$ cat src/rtl/lif_update_scheduler.sv
// Shared LIF update engine: round-robin arbitration over N_CH
// channels, 3-state CALC/WB sequencing, per-channel V and refractory state.
//
// Ports:
//   clk, rst     : clock, synchronous active-high reset
//   req[N_CH]    : level update request per channel
//   i_syn        : packed input currents, channel k at [k*W +: W]
//   gnt[N_CH]    : one-hot grant, high during the CALC cycle
//   spike[N_CH]  : one-hot spike pulse after writeback
//   v_valid      : pulse, v_ch/v_mem_out describe a finished update
//   v_ch         : channel of the finished update
//   v_mem_out    : computed potential (before spike reset)
//   busy         : FSM not in IDLE
module lif_update_scheduler #(
  parameter int N_CH       = 4,
  parameter int W          = 8,
  parameter int THRESH     = 200,
  parameter int LEAK_SHIFT = 1,
  parameter int REFRACT    = 2,
  localparam int CW  = (N_CH > 1) ? $clog2(N_CH) : 1,
  localparam int RCW = (REFRACT > 0) ? $clog2(REFRACT + 1) : 1
) (
  input  logic              clk,
  input  logic              rst,
  input  logic [N_CH-1:0]   req,
  input  logic [N_CH*W-1:0] i_syn,
  output logic [N_CH-1:0]   gnt,
  output logic [N_CH-1:0]   spike,
  output logic              v_valid,
  output logic [CW-1:0]     v_ch,
  output logic [W-1:0]      v_mem_out,
  output logic              busy
);

  typedef enum logic [1:0] {
    S_IDLE,
    S_CALC,
    S_WB
  } state_t;

  localparam logic [CW:0] NCH_W = (CW + 1)'(N_CH);
  localparam logic [CW-1:0] LAST_CH = CW'(N_CH - 1);

  state_t state;
  state_t state_nx;

  logic [N_CH-1:0][W-1:0]   v_mem;
  logic [N_CH-1:0][RCW-1:0] rc;

  logic [CW-1:0] ptr;
  logic [CW-1:0] ch_q;
  logic [W-1:0]  i_q;
  logic [W-1:0]  vn_q;

  logic [CW-1:0] pick;
  logic          pick_ok;
  logic [CW:0]   idx_w;

  logic [W-1:0]   leak;
  logic [W:0]     sum;
  logic [RCW-1:0] rc_cur;
  logic [W-1:0]   vn_calc;
  logic           fire;

  // Round-robin search starting at ptr (one past the last grant).
  always_comb begin
    pick    = '0;
    pick_ok = 1'b0;
    idx_w   = '0;
    for (int i = 0; i < N_CH; i++) begin
      idx_w = {1'b0, ptr} + (CW + 1)'(i);
      if (idx_w >= NCH_W) begin
        idx_w = idx_w - NCH_W;
      end
      if (!pick_ok && req[idx_w[CW-1:0]]) begin
        pick_ok = 1'b1;
        pick    = idx_w[CW-1:0];
      end
    end
  end

  // Leak, integrate and saturate; input is ignored while refractory.
  always_comb begin
    leak    = v_mem[ch_q] >> LEAK_SHIFT;
    sum     = {1'b0, leak} + {1'b0, i_q};
    rc_cur  = rc[ch_q];
    vn_calc = sum[W] ? {W{1'b1}} : sum[W-1:0];
    if (rc_cur != '0) begin
      vn_calc = leak;
    end
  end

  // Compare happens on the already saturated value.
  assign fire = (32'(vn_q) >= THRESH);

  always_comb begin
    state_nx = state;
    gnt      = '0;
    busy     = (state != S_IDLE);
    unique case (state)
      S_IDLE: begin
        if (pick_ok) begin
          state_nx = S_CALC;
        end
      end
      S_CALC: begin
        gnt[ch_q] = 1'b1;
        state_nx  = S_WB;
      end
      S_WB: begin
        state_nx = S_IDLE;
      end
      default: begin
        state_nx = S_IDLE;
      end
    endcase
  end

  always_ff @(posedge clk) begin
    if (rst) begin
      state <= S_IDLE;
    end else begin
      state <= state_nx;
    end
  end

  always_ff @(posedge clk) begin
    if (rst) begin
      v_mem     <= '0;
      rc        <= '0;
      ptr       <= '0;
      ch_q      <= '0;
      i_q       <= '0;
      vn_q      <= '0;
      spike     <= '0;
      v_valid   <= 1'b0;
      v_ch      <= '0;
      v_mem_out <= '0;
    end else begin
      spike   <= '0;
      v_valid <= 1'b0;
      unique case (state)
        S_IDLE: begin
          if (pick_ok) begin
            ch_q <= pick;
            i_q  <= i_syn[pick*W +: W];
            ptr  <= (pick == LAST_CH) ? '0 : pick + CW'(1);
          end
        end
        S_CALC: begin
          vn_q <= vn_calc;
          if (rc_cur != '0) begin
            rc[ch_q] <= rc_cur - RCW'(1);
          end
        end
        S_WB: begin
          if (fire) begin
            v_mem[ch_q] <= '0;
            rc[ch_q]    <= RCW'(REFRACT);
            spike[ch_q] <= 1'b1;
          end else begin
            v_mem[ch_q] <= vn_q;
          end
          v_valid   <= 1'b1;
          v_ch      <= ch_q;
          v_mem_out <= vn_q;
        end
        default: begin
        end
      endcase
    end
  end

endmodule
$ cat config.mk
export PLATFORM = sky130hd
export DESIGN_NAME = lif_update_scheduler
export DESIGN_NICKNAME = d
export VERILOG_FILES = /design/src/rtl/lif_update_scheduler.sv
export SDC_FILE = /design/constraint.sdc
export NUM_CORES = 1
export LEC_CHECK = 0
export BUFFER_PORTS_ARGS = -buffer_cell sky130_fd_sc_hd__buf_2
export CAP_MARGIN = 20
export CORE_ASPECT_RATIO = 1.25
export CORE_MARGIN = 3
export CORE_UTILIZATION = 35
export DETAILED_ROUTE_END_ITERATION = 16
export GPL_ROUTABILITY_DRIVEN = 0
export HOLD_SLACK_MARGIN = 0.08
export PLACE_DENSITY = 0.58
export REMOVE_ABC_BUFFERS = 1
export SLEW_MARGIN = 40
export SYNTH_ARGS = -nofsm -noshare
export SYNTH_HDL_FRONTEND = slang
export SYNTH_SLANG_ARGS = --single-unit
export TNS_END_PERCENT = 30
$ cat constraint.sdc
create_clock -name clk -period 5.4 [get_ports clk]
set_clock_uncertainty 0.05 [all_clocks]
set_input_delay 0.27 -clock clk [delete_from_list [all_inputs] [get_ports clk]]
set_output_delay 0.27 -clock clk [all_outputs]
set_load 0.01 [all_outputs]
# ---- Word level (Yosys, flattened, before mapping)
# Cells that the tools add are included.
dict set report op_classes {
  n_addsub 10
  magnitude_cmp 11
  n_eq_ne 6
  n_shift 1
  n_mux 43
  n_bitwise 7
  n_reduce_logical 14
}
# operator n
set op_table {}
lappend op_table {{$mux W8} 6}
lappend op_table {{$and A32 B32 Y32} 1}
lappend op_table {{$bwmux W32} 1}
lappend op_table {{$mux W32} 1}
lappend op_table {{$not A32 Y32} 1}
lappend op_table {{$shiftx A32 B6 Y8} 1}
lappend op_table {{$mux W2} 12}
lappend op_table {{$bmux W8 S2} 1}
lappend op_table {{$demux W8 S2} 1}
lappend op_table {{$pmux W8 S2} 1}
lappend op_table {{$lt A2 B3 Y1 const B} 5}
lappend op_table {{$mux W1} 10}
lappend op_table {{$sub A2 B1 Y2 const B} 5}
lappend op_table {{$add A7 B8 Y9} 1}
lappend op_table {{$ge A3 B3 Y1 const B} 3}
lappend op_table {{$bmux W1 S2} 4}
lappend op_table {{$bwmux W8} 1}
lappend op_table {{$ge A8 B8 Y1 const B} 1}
lappend op_table {{$add A2 B2 Y3 const B} 2}
lappend op_table {{$ne A2 B2 Y1 const B} 3}
lappend op_table {{$reduce_bool A2 Y1} 3}
lappend op_table {{$and A4 B4 Y4} 1}
lappend op_table {{$bmux W2 S2} 1}
lappend op_table {{$demux W2 S2} 1}
lappend op_table {{other kinds (18)} 25}
dict set report totals {
  reg_bits 77
  inputBits 38
  output_inout_bits 20
  wordCells 109
}

# ---- Logic depth before layout (Yosys ltp)
# Gate-level depths: netlist (run 1).
dict set report logic_depth {
  ltp_word 16
  depth_mapped 10
  depth_no_buf 8
}

# ---- Worst setup path before layout (run 1)
# No wires, ideal clock.
dict set report synth_timing {
  path_kind {register -> register}
  from {register ch_q[0]}
  to {register vn_q[7]}
  setup_time_ns 0.117
  arrival_ns 2.635
  required_ns 5.233
  path_slack_ns 2.598
  path_stages_with_launch 10
  path_buffers 2
  period_less_slack_ns 2.802
  path_cell_list {dfxtp_1 > buf_2 > buf_2 > mux4_1 > ha_1 > fa_1 > a211oi_1 > o21ai_0 > o311a_1 > a22o_1}
}
dict set report synth_via {
  elab_chain_len 5
  elab_cells_between_ends 8
  cone_classes {add/sub (1); mux (6); reduce/logical (1)}
}
# element line_no
set synth_rtl {}
lappend synth_rtl {{start, declared} 51} ;# logic [CW-1:0] ch_q;
lappend synth_rtl {{start signal, assigned} 145} ;# ch_q <= pick;
lappend synth_rtl {{$bmux W8 S2} 84} ;# leak = v_mem[ch_q] >> LEAK_SHIFT;
lappend synth_rtl {{$mux W8 (implied by the code)} 84}
lappend synth_rtl {{$add A7 B8 Y9} 85} ;# sum = {1'b0, leak} + {1'b0, i_q};
lappend synth_rtl {{$mux W8} 87} ;# vn_calc = sum[W] ? {W{1'b1}} : sum[W-1:0];
lappend synth_rtl {{$mux W8 *} 88} ;# if (rc_cur != '0) begin
lappend synth_rtl {{end signal, assigned} 151} ;# vn_q <= vn_calc;
lappend synth_rtl {{end, declared} 53} ;# logic [W-1:0] vn_q;
# Every way passes the cells marked *; elsewhere a longest branch is shown, timed or not. The select of a mux whose other input is x is not followed.
# A chain may end at the register's enable or synchronous reset.

# ---- Final worst setup path (run 1)
dict set report layout_timing {
  from {register ch_q[1]}
  to {register vn_q[7]}
}
# Same word-level chain as after synthesis.

==> impl_metrics.tcl, run 1 <==
set metrics [dict create \
    drtPass1Iterations 4 \
    seqCellArea_um2 1460 \
    worst_pin_slew_ps 844 \
    min_path_type "in -> reg" \
    ys.flop_type "dfxtp_1" \
    post_drt_wl_per_cell_um 15.2 \
    h-tree-depth 3 \
    r2r-start "ch_q[1]" \
    cts_tree "done" \
    grtUsageTotal 0.159 \
    slew_violations 0 \
    path_cells "mux4_1, ha_1, fa_1, a211oi_1, o21ai_0, o311a_1, a22o_1" \
    die_h_um 121 \
    place.port_buffers 57 \
    powerDensity_nw_per_um2 325 \
    core_um2 10200 \
    yosys.area_share.adder 0.0360 \
    synth_top_family_by_area "compound AO/OA/AOI/OAI gates" \
    rsz0062_at_grt "false" \
    viasPerCell 5.35 \
    holdBufCountCts 0 \
    die_area_um2 11800 \
    nNetsFinal 508 \
    yosysWarnings 0 \
    cp_slowest_cell "mux4_1" \
    clockBufferDepth 2 \
    synth-xor-area-share 0.00475 \
    startpoint_type "register" \
    antenna_left 0 \
    wirelength_mm 9.01 \
    synthSimpleGateAreaFrac 0.184 \
    synth.area.mux_share 0.133 \
    vdd_drop_max_uv 151 \
    syn_inst 413 \
    root_buffer "clkbuf_16" \
    hold_violations 0 \
    clk_latency_ps 340 \
    worstPathMaxFanout 19 \
    initial_core_util 0.361 \
    slowest_delay_ps 650 \
    rows 41 \
    cp-end-kind "register" \
    critPathKind "reg -> reg" \
    timing.hold.worst_path_depth 3 \
    drt_first_iter_violations 117 \
    grt_pass1_wl_mm 14.9 \
    synth-edff-count 0 \
    final_common_cell "dfxtp_1" \
    avgSynthCellArea_um2 8.93 \
    cp_top_family "compound AO/OA/AOI/OAI gates" \
    multi_input_area_um2 2090 \
    critPathArrivalTime_ps 3390 \
    antenna_found_initial 0 \
    grt_pass1_vias 3084 \
    n_antenna_cell 0 \
    layout_common_cells "dfxtp_1 (71), nand2_1 (61), buf_2 (57), nor2_1 (43), a21oi_1 (34)" \
    ys_seq_area_frac 0.396 \
    max_cap_viol_count 0 \
    min_from "i_syn[3]" \
    grt_max_degree 58 \
    worstRegToRegCells 7 \
    path_clk_slew_ps 60 \
    syn_area_um2 3690 \
    cp.depth 7 \
    setup_viol 0 \
    required_ps 5580 \
    synth_compound_area_frac 0.208 \
    cp.buffers_inverters 0 \
    min_period_ps 3220 \
    layout-drive-gt1-share 0.194 \
    fmax_ghz 0.311 \
    syn2layout_area_growth_pct 18.2 \
    cts_setup_buffers 0 \
    leakagePower_nw 1.78 \
    max_slew_margin 0.435 \
    vias 3174 \
    die_w_um 97.8 \
    final_area_um2 4360 \
    synth_cell_types 51 \
    final.setup.tns_ps 0 \
    postSynth.asyncResetShare 0 \
    ys_ff_latch 73 \
    gr-total-overflow 0 \
    n_fill_cell 1048 \
    remaining_drc_errors 0 \
    cts_resized 0 \
    io_pins 58 \
    finalCritPeriodShare 0.596 \
    hpwl_mm 6.20 \
    cp-startpoint "ch_q[1]" \
    dpl_cell_area_um2 4040 \
    clock-sinks 73 \
    status "complete, no violations" \
    cts-buffers-inserted 9 \
]
## layer usage
layer / vias up / track usage / wire length, um
met5: - / 0 / 0
met4: 0 / 0.0727 / 144
met3: 9 / 0.0392 / 468
met2: 80 / 0.269 / 4320
met1: 1501 / 0.189 / 4070
li1: 1584 / - / -
## final timing paths
kind | slack (ps) | endpoint
setup reg to reg | 2180 | vn_q[7]
hold / removal | 200 | i_q[3]
setup / recovery | 2180 | vn_q[7]
hold reg to reg | 390 | vn_q[0]
## worst register-to-register path, cell delays in order (launching register included)
cell and delay [ps]:
dfxtp_2 640, mux4_1 650, ha_1 240, fa_1 430, a211oi_1 390, o21ai_0 160
o311a_1 350, a22o_1 190
## area by class of cell
class	count	area share
clock inverters	3	0.0149
clock buffers	12	0.0566
multi-input cells	311	0.479
flip-flops and latches	73	0.336
well taps	129	0.0371
repair buffers	61	0.0724
inverters	4	0.00345
## cells in the mapped netlist, drive strengths merged, types with 2 or more instances
| cell type | count | area (um^2) |
|---|---|---|
| nor2 | 43 | 161 |
| nand2b | 5 | 31.3 |
| and2 | 8 | 52.6 |
| a211oi | 5 | 37.5 |
| o211ai | 9 | 67.6 |
| nand2 | 61 | 229 |
| buf | 10 | 68.8 |
| o31ai | 2 | 15.0 |
| ha | 9 | 113 |
| a311oi | 3 | 26.3 |
| nor3 | 5 | 36.3 |
| o21ai | 33 | 169 |
| nor2b | 6 | 37.5 |
| o221ai | 5 | 43.8 |
| mux4 | 9 | 221 |
| a21oi | 34 | 170 |
| clkbuf | 15 | 56.3 |
| a21o | 2 | 15.0 |
| mux2i | 27 | 270 |
| or3 | 2 | 12.5 |
| nand3 | 4 | 20.0 |
| inv | 4 | 15.0 |
| dfxtp | 73 | 1460 |
| a21boi | 9 | 67.6 |
| and3 | 8 | 50.1 |
| o21bai | 2 | 15.0 |
## registers in the layout (all words and copies together) (netlist names), 4 cells and up
name,count
i_q,8
rc,8
spike,4
v_mem,28
v_mem_out,8
vn_q,8
## through the flow
step                 util  worst slack [ps]  total power [mW]  hold WS, ps  cells
CTS                 0.426              1900              1.44          193    593
global route        0.427              2050              1.49          222    593
detailed placement  0.396              1910             0.797          384    578
finish              0.427              2180              1.42          196    593
global placement    0.396              2010             0.794          392    578
floorplan               -              2280             0.728          289    388
## report_power, final
group / switching, mW / internal (mW) / leakage [nW]
Clock: 0.216 / 0.414 / 0.153
Combinational: 0.110 / 0.0824 / 1.04
Sequential: 0.0329 / 0.562 / 0.592
Total: 0.359 / 1.06 / 1.78
## kinds of logic after synthesis
| family | after synthesis |
|---|---|
| flops | 73 |
| mux | 36 |
| fa+ha+maj | 10 |
| xor+xnor | 2 |
| compound gates | 116 |
| buf+inv | 29 |
| simple gates | 147 |
Power figures use the tool's default switching activity.
==> inputs of run 2 (changes only) <==
- PLACE_DENSITY: 0.58 -> 0.6
- clock period: 5.4 -> 2.8 ns (I/O delays scaled with it)
==> run 2 against run 1 <==
  * Combinational power increased by 130%
  * Maximum frequency up 19%
  * Register-to-register slack worse by 2100 ps
  * Highest routed layer unchanged
  * Critical endpoint unchanged
  * Global-route usage rose by 0.80 points
  * Die area is the same
  * Via count is 3.0% higher
  * Non-clock buffer count up 26
  * Clock-buffer cell count down 1
  * Utilization rose by 2.5 points
  * Critical path depth increased by 1
==> impl_metrics.tcl, run 2 (synthesis gave the netlist of run 1 again) <==
set metrics [dict create \
    root_buffer "clkbuf_16" \
    post_drt_wl_per_cell_um 15.4 \
    nNetsFinal 534 \
    core_um2 10200 \
    worstRegToRegCells 8 \
    cts_tree "done" \
    grtUsageTotal 0.167 \
    grt_pass1_vias 3282 \
    critPathArrivalTime_ps 2870 \
    wirelength_mm 9.55 \
    fmax_ghz 0.371 \
    vdd_drop_max_uv 274 \
    cts_setup_buffers 0 \
    startpoint_type "register" \
    rsz0062_at_grt "true" \
    die_h_um 121 \
    io_pins 58 \
    remaining_drc_errors 0 \
    layoutNonFillerInstCount 620 \
    max_slew_margin 0.505 \
    dp_slack_ps 5.52 \
    hpwl_mm 6.76 \
    clockBufferDepth 2 \
    finalPower_mw 2.83 \
    initial_core_util 0.361 \
    finalCritPeriodShare 0.962 \
    postLayoutCoreUtil 0.452 \
    reg2reg_slack_ps 110 \
    antenna_left 0 \
    min_path_type "in -> reg" \
    cp_slowest_cell "mux4_1" \
    fin_ws_ps 107 \
    n_antenna_cell 0 \
    hold_violations 0 \
    cp-startpoint "ch_q[1]" \
    die_w_um 97.8 \
    endpoint "vn_q[7]" \
    gr-total-overflow 0 \
    final_common_cell "dfxtp_1" \
    setup_viol 0 \
    largest-register "v_mem" \
    rr_endpoint "vn_q[7]" \
    layout_common_cells "dfxtp_1 (73), nand2_1 (61), buf_2 (57), nor2_1 (43), a21oi_1 (33)" \
    drtPass1Iterations 5 \
    rows 41 \
    die_area_um2 11800 \
    layout-drive-gt1-share 0.226 \
    grt_pass1_wl_mm 15.8 \
    largest_reg_flops 28 \
    path_cells "buf_4, mux4_1, ha_1, o21ai_0, o21bai_1, a21oi_2, o311a_1, a22o_1" \
    critPathKind "reg -> reg" \
    clk_latency_ps 340 \
    dpl_cell_area_um2 4160 \
    antenna_found_initial 0 \
    timing.hold.worst_path_depth 3 \
    vias 3268 \
    max_cap_viol_count 0 \
    cp-end-kind "register" \
    syn2layout_area_growth_pct 25.2 \
    path_clk_slew_ps 60 \
    min_period_ps 2690 \
    viasPerCell 5.27 \
    final.setup.tns_ps 0 \
    slew_violations 0 \
    whs_ps 80.2 \
    required_ps 2980 \
    cts-buffers-inserted 9 \
    final_area_um2 4610 \
    h-tree-depth 3 \
    leakagePower_nw 1.90 \
    worst_pin_slew_ps 740 \
    status "complete, no violations" \
    place.port_buffers 57 \
    r2r-start "ch_q[1]" \
    drt_first_iter_violations 150 \
    slowest_delay_ps 620 \
    powerDensity_nw_per_um2 614 \
    grt_max_degree 50 \
    worstPathMaxFanout 4 \
    dp_cells 593 \
    clock-sinks 73 \
    n_fill_cell 1008 \
]
[run 2: cell types whose count changed in the layout (fill, tap and decap cells not counted), sizes merged]
cell / delta
buf: +15
dlygate4sd3: +11
clkbuf: -1
clkinv: +1
clkinvlp: +1
[run 2: worst max-delay path: cells and delay by family, from the launching register on]
family	cells	cell delay [ps]
AO/OA/AOI/OAI	5	990
multiplexers	1	620
flip-flops	1	370
buffers and inverters	1	160
adder cells (fa/ha/maj)	1	400
[run 2: timing repair]
action	4_1_cts	5_1_grt
gates resized for setup	1	6
pin swaps	0	1
hold endpoints to repair	6	0
hold buffers	11	0
endpoints found under the setup margin	1	7
[run 2: cell type report]
class                           instances  area (um^2)  area share
Clock buffer                           11          253      0.0548
Clock inverter                          5         77.6      0.0168
Inverter                                4         15.0     0.00325
Multi-Input combinational cell        311         2100       0.454
Sequential cell                        73         1460       0.317
Tap cell                              129          161      0.0350
Timing Repair Buffer                   87          551       0.119
[run 2: worst min path at each step]
stage                       from      endpoint  slack (ps)
floorplan                    rst        ptr[0]         160
global placement    v_mem_out[1]  v_mem_out[1]         390
detailed placement  v_mem_out[6]  v_mem_out[6]         400
CTS                    i_syn[16]        i_q[0]          80
global route                 rst       ch_q[0]         120
finish                  i_syn[0]        i_q[0]          80
[run 2: power breakdown]
group          leakage [nW]  internal [mW]  switching [mW]
combinational          1.15          0.201           0.250
sequential            0.591           1.08          0.0418
clock                 0.162          0.825           0.434
total                  1.90           2.11           0.725
[run 2: metal layers]
| metal | part of all wire | global-route usage |
|---|---|---|
| met5 | 0 | 0 |
| met4 | 0.016 | 0.0649 |
| met3 | 0.043 | 0.0387 |
| met2 | 0.48 | 0.281 |
| met1 | 0.46 | 0.206 |
==> inputs of run 3 (changes only) <==
- PLACE_DENSITY: 0.6 -> 0.58
- clock period: 2.8 -> 3.1 ns (I/O delays scaled with it)
==> run 3 against run 2 <==
  * Sequential power decreased by 9%
  * Utilization decreased by 2.3 points
  * Largest cell class unchanged
  * Clock power decreased by 17%
  * Maximum frequency decreased by 5.0%
  * Largest power group unchanged
  * Highest routed layer unchanged
==> impl_metrics.tcl, run 3 (synthesis gave the netlist of run 1 again) <==
set metrics [dict create \
    viasPerCell 5.38 \
    antenna_left 0 \
    cp-end-kind "register" \
    rsz0062_at_grt "false" \
    path_clk_slew_ps 60 \
    finalCritPeriodShare 0.914 \
    cts_setup_buffers 0 \
    hpwl_mm 6.77 \
    critPathKind "reg -> reg" \
    n_antenna_cell 0 \
    die_area_um2 11800 \
    clockBufferDepth 2 \
    drtPass1Iterations 4 \
    cts_resized 0 \
    remaining_drc_errors 0 \
    dp_slack_ps 266 \
    leakagePower_nw 1.80 \
    place.port_buffers 57 \
    slew_violations 0 \
    layoutNonFillerInstCount 599 \
    reg2reg_slack_ps 270 \
    rr_endpoint "vn_q[7]" \
    setup_viol 0 \
    status "complete, no violations" \
    grt_max_degree 51 \
    root_buffer "clkbuf_16" \
    fin_ws_ps 266 \
    whs_ps 91.2 \
    layout_common_cells "dfxtp_1 (73), nand2_1 (61), buf_2 (57), nor2_1 (43), a21oi_1 (34)" \
    h-tree-depth 3 \
    die_w_um 97.8 \
    min_from "i_syn[3]" \
    drt_first_iter_violations 103 \
    max_slew_margin 0.471 \
    postLayoutCoreUtil 0.429 \
    wirelength_mm 9.43 \
    path_cells "mux4_1, ha_1, fa_1, a211oi_1, o21ai_0, o311a_1, a22o_1" \
    vdd_drop_max_uv 259 \
    initial_core_util 0.361 \
    syn2layout_area_growth_pct 18.9 \
    grtUsageTotal 0.164 \
    rows 41 \
    cp_top_family "compound AO/OA/AOI/OAI gates" \
    grt_pass1_wl_mm 15.5 \
    hold_violations 0 \
    cp_slowest_cell "mux4_1" \
    clk_latency_ps 340 \
    holdBufCountCts 0 \
    holdPathEnd "i_q[3]" \
    worst_pin_slew_ps 790 \
    min_period_ps 2830 \
    slowest_delay_ps 590 \
    startpoint_type "register" \
    die_h_um 121 \
    worstPathMaxFanout 3 \
    cp.buffers_inverters 0 \
    nNetsFinal 513 \
    final_common_cell "dfxtp_1" \
    seqCellArea_um2 1460 \
    worstRegToRegCells 7 \
    post_drt_wl_per_cell_um 15.7 \
    min_path_type "in -> reg" \
    multi_input_area_um2 2080 \
    clock-sinks 73 \
    powerDensity_nw_per_um2 556 \
    io_pins 58 \
    max_cap_viol_count 0 \
    timing.hold.worst_path_depth 3 \
    fmax_ghz 0.353 \
    gr-total-overflow 0 \
    dp_cells 583 \
    largest_reg_flops 28 \
    cp.depth 7 \
    core_um2 10200 \
    critPathArrivalTime_ps 3010 \
    grt_pass1_vias 3092 \
    cts_tree "done" \
    required_ps 3280 \
    n_fill_cell 1043 \
    cts-buffers-inserted 9 \
    layout-drive-gt1-share 0.202 \
    largest-register "v_mem" \
    vias 3224 \
    r2r-start "ch_q[1]" \
    antenna_found_initial 0 \
    finalPower_mw 2.44 \
]
[run 3: power breakdown]
part,leakage [nW],switching (mW),internal (mW),total (mW)
clock,0.145,0.405,0.645,1.05
sequential,0.591,0.0385,0.978,1.02
combinational,1.06,0.218,0.152,0.371
total,1.80,0.662,1.78,2.44
[run 3: worst min-delay path, delay by kind of cell]
family	cells	cell delay, ps
AO/OA/AOI/OAI	1	150
buffers and inverters	1	70
multiplexers	1	60
[run 3: metrics by stage]
step           instance area (um^2)  TNS, ps
5_1_grt                        4380        0
6_report                       4380        0
2_1_floorplan                  3560    -23.6
4_1_cts                        4380        0
3_3_place_gp                   4080        0
3_5_place_dp                   4080        0
[run 3: cell type report]
| cell class | count | share of cell area |
|---|---|---|
| multi-input cells | 311 | 0.476 |
| repair buffers | 66 | 0.0805 |
| flip-flops and latches | 73 | 0.334 |
| clock inverters | 6 | 0.0154 |
| well taps | 129 | 0.0368 |
| inverters | 4 | 0.00343 |
| clock buffers | 10 | 0.0545 |
[run 3: how the worst max path moves through the flow]
stage / start / endpoint / slack (ps)
after detailed placement: ch_q[1] / vn_q[7] / 270
final: ch_q[1] / vn_q[7] / 270
after global placement: ch_q[1] / vn_q[7] / 300
after global routing: ch_q[1] / vn_q[0] / 90
after CTS: ch_q[1] / vn_q[7] / 270
after floorplan: ch_q[1] / vn_q[7] / -20
[run 3: routing by layer]
layer / up-vias / global-route usage / wire, um
met3: 11 / 0.0479 / 513
met4: 0 / 0.0684 / 140
met5: - / 0 / 0
li1: 1600 / - / -
met2: 91 / 0.275 / 4550
met1: 1522 / 0.196 / 4220
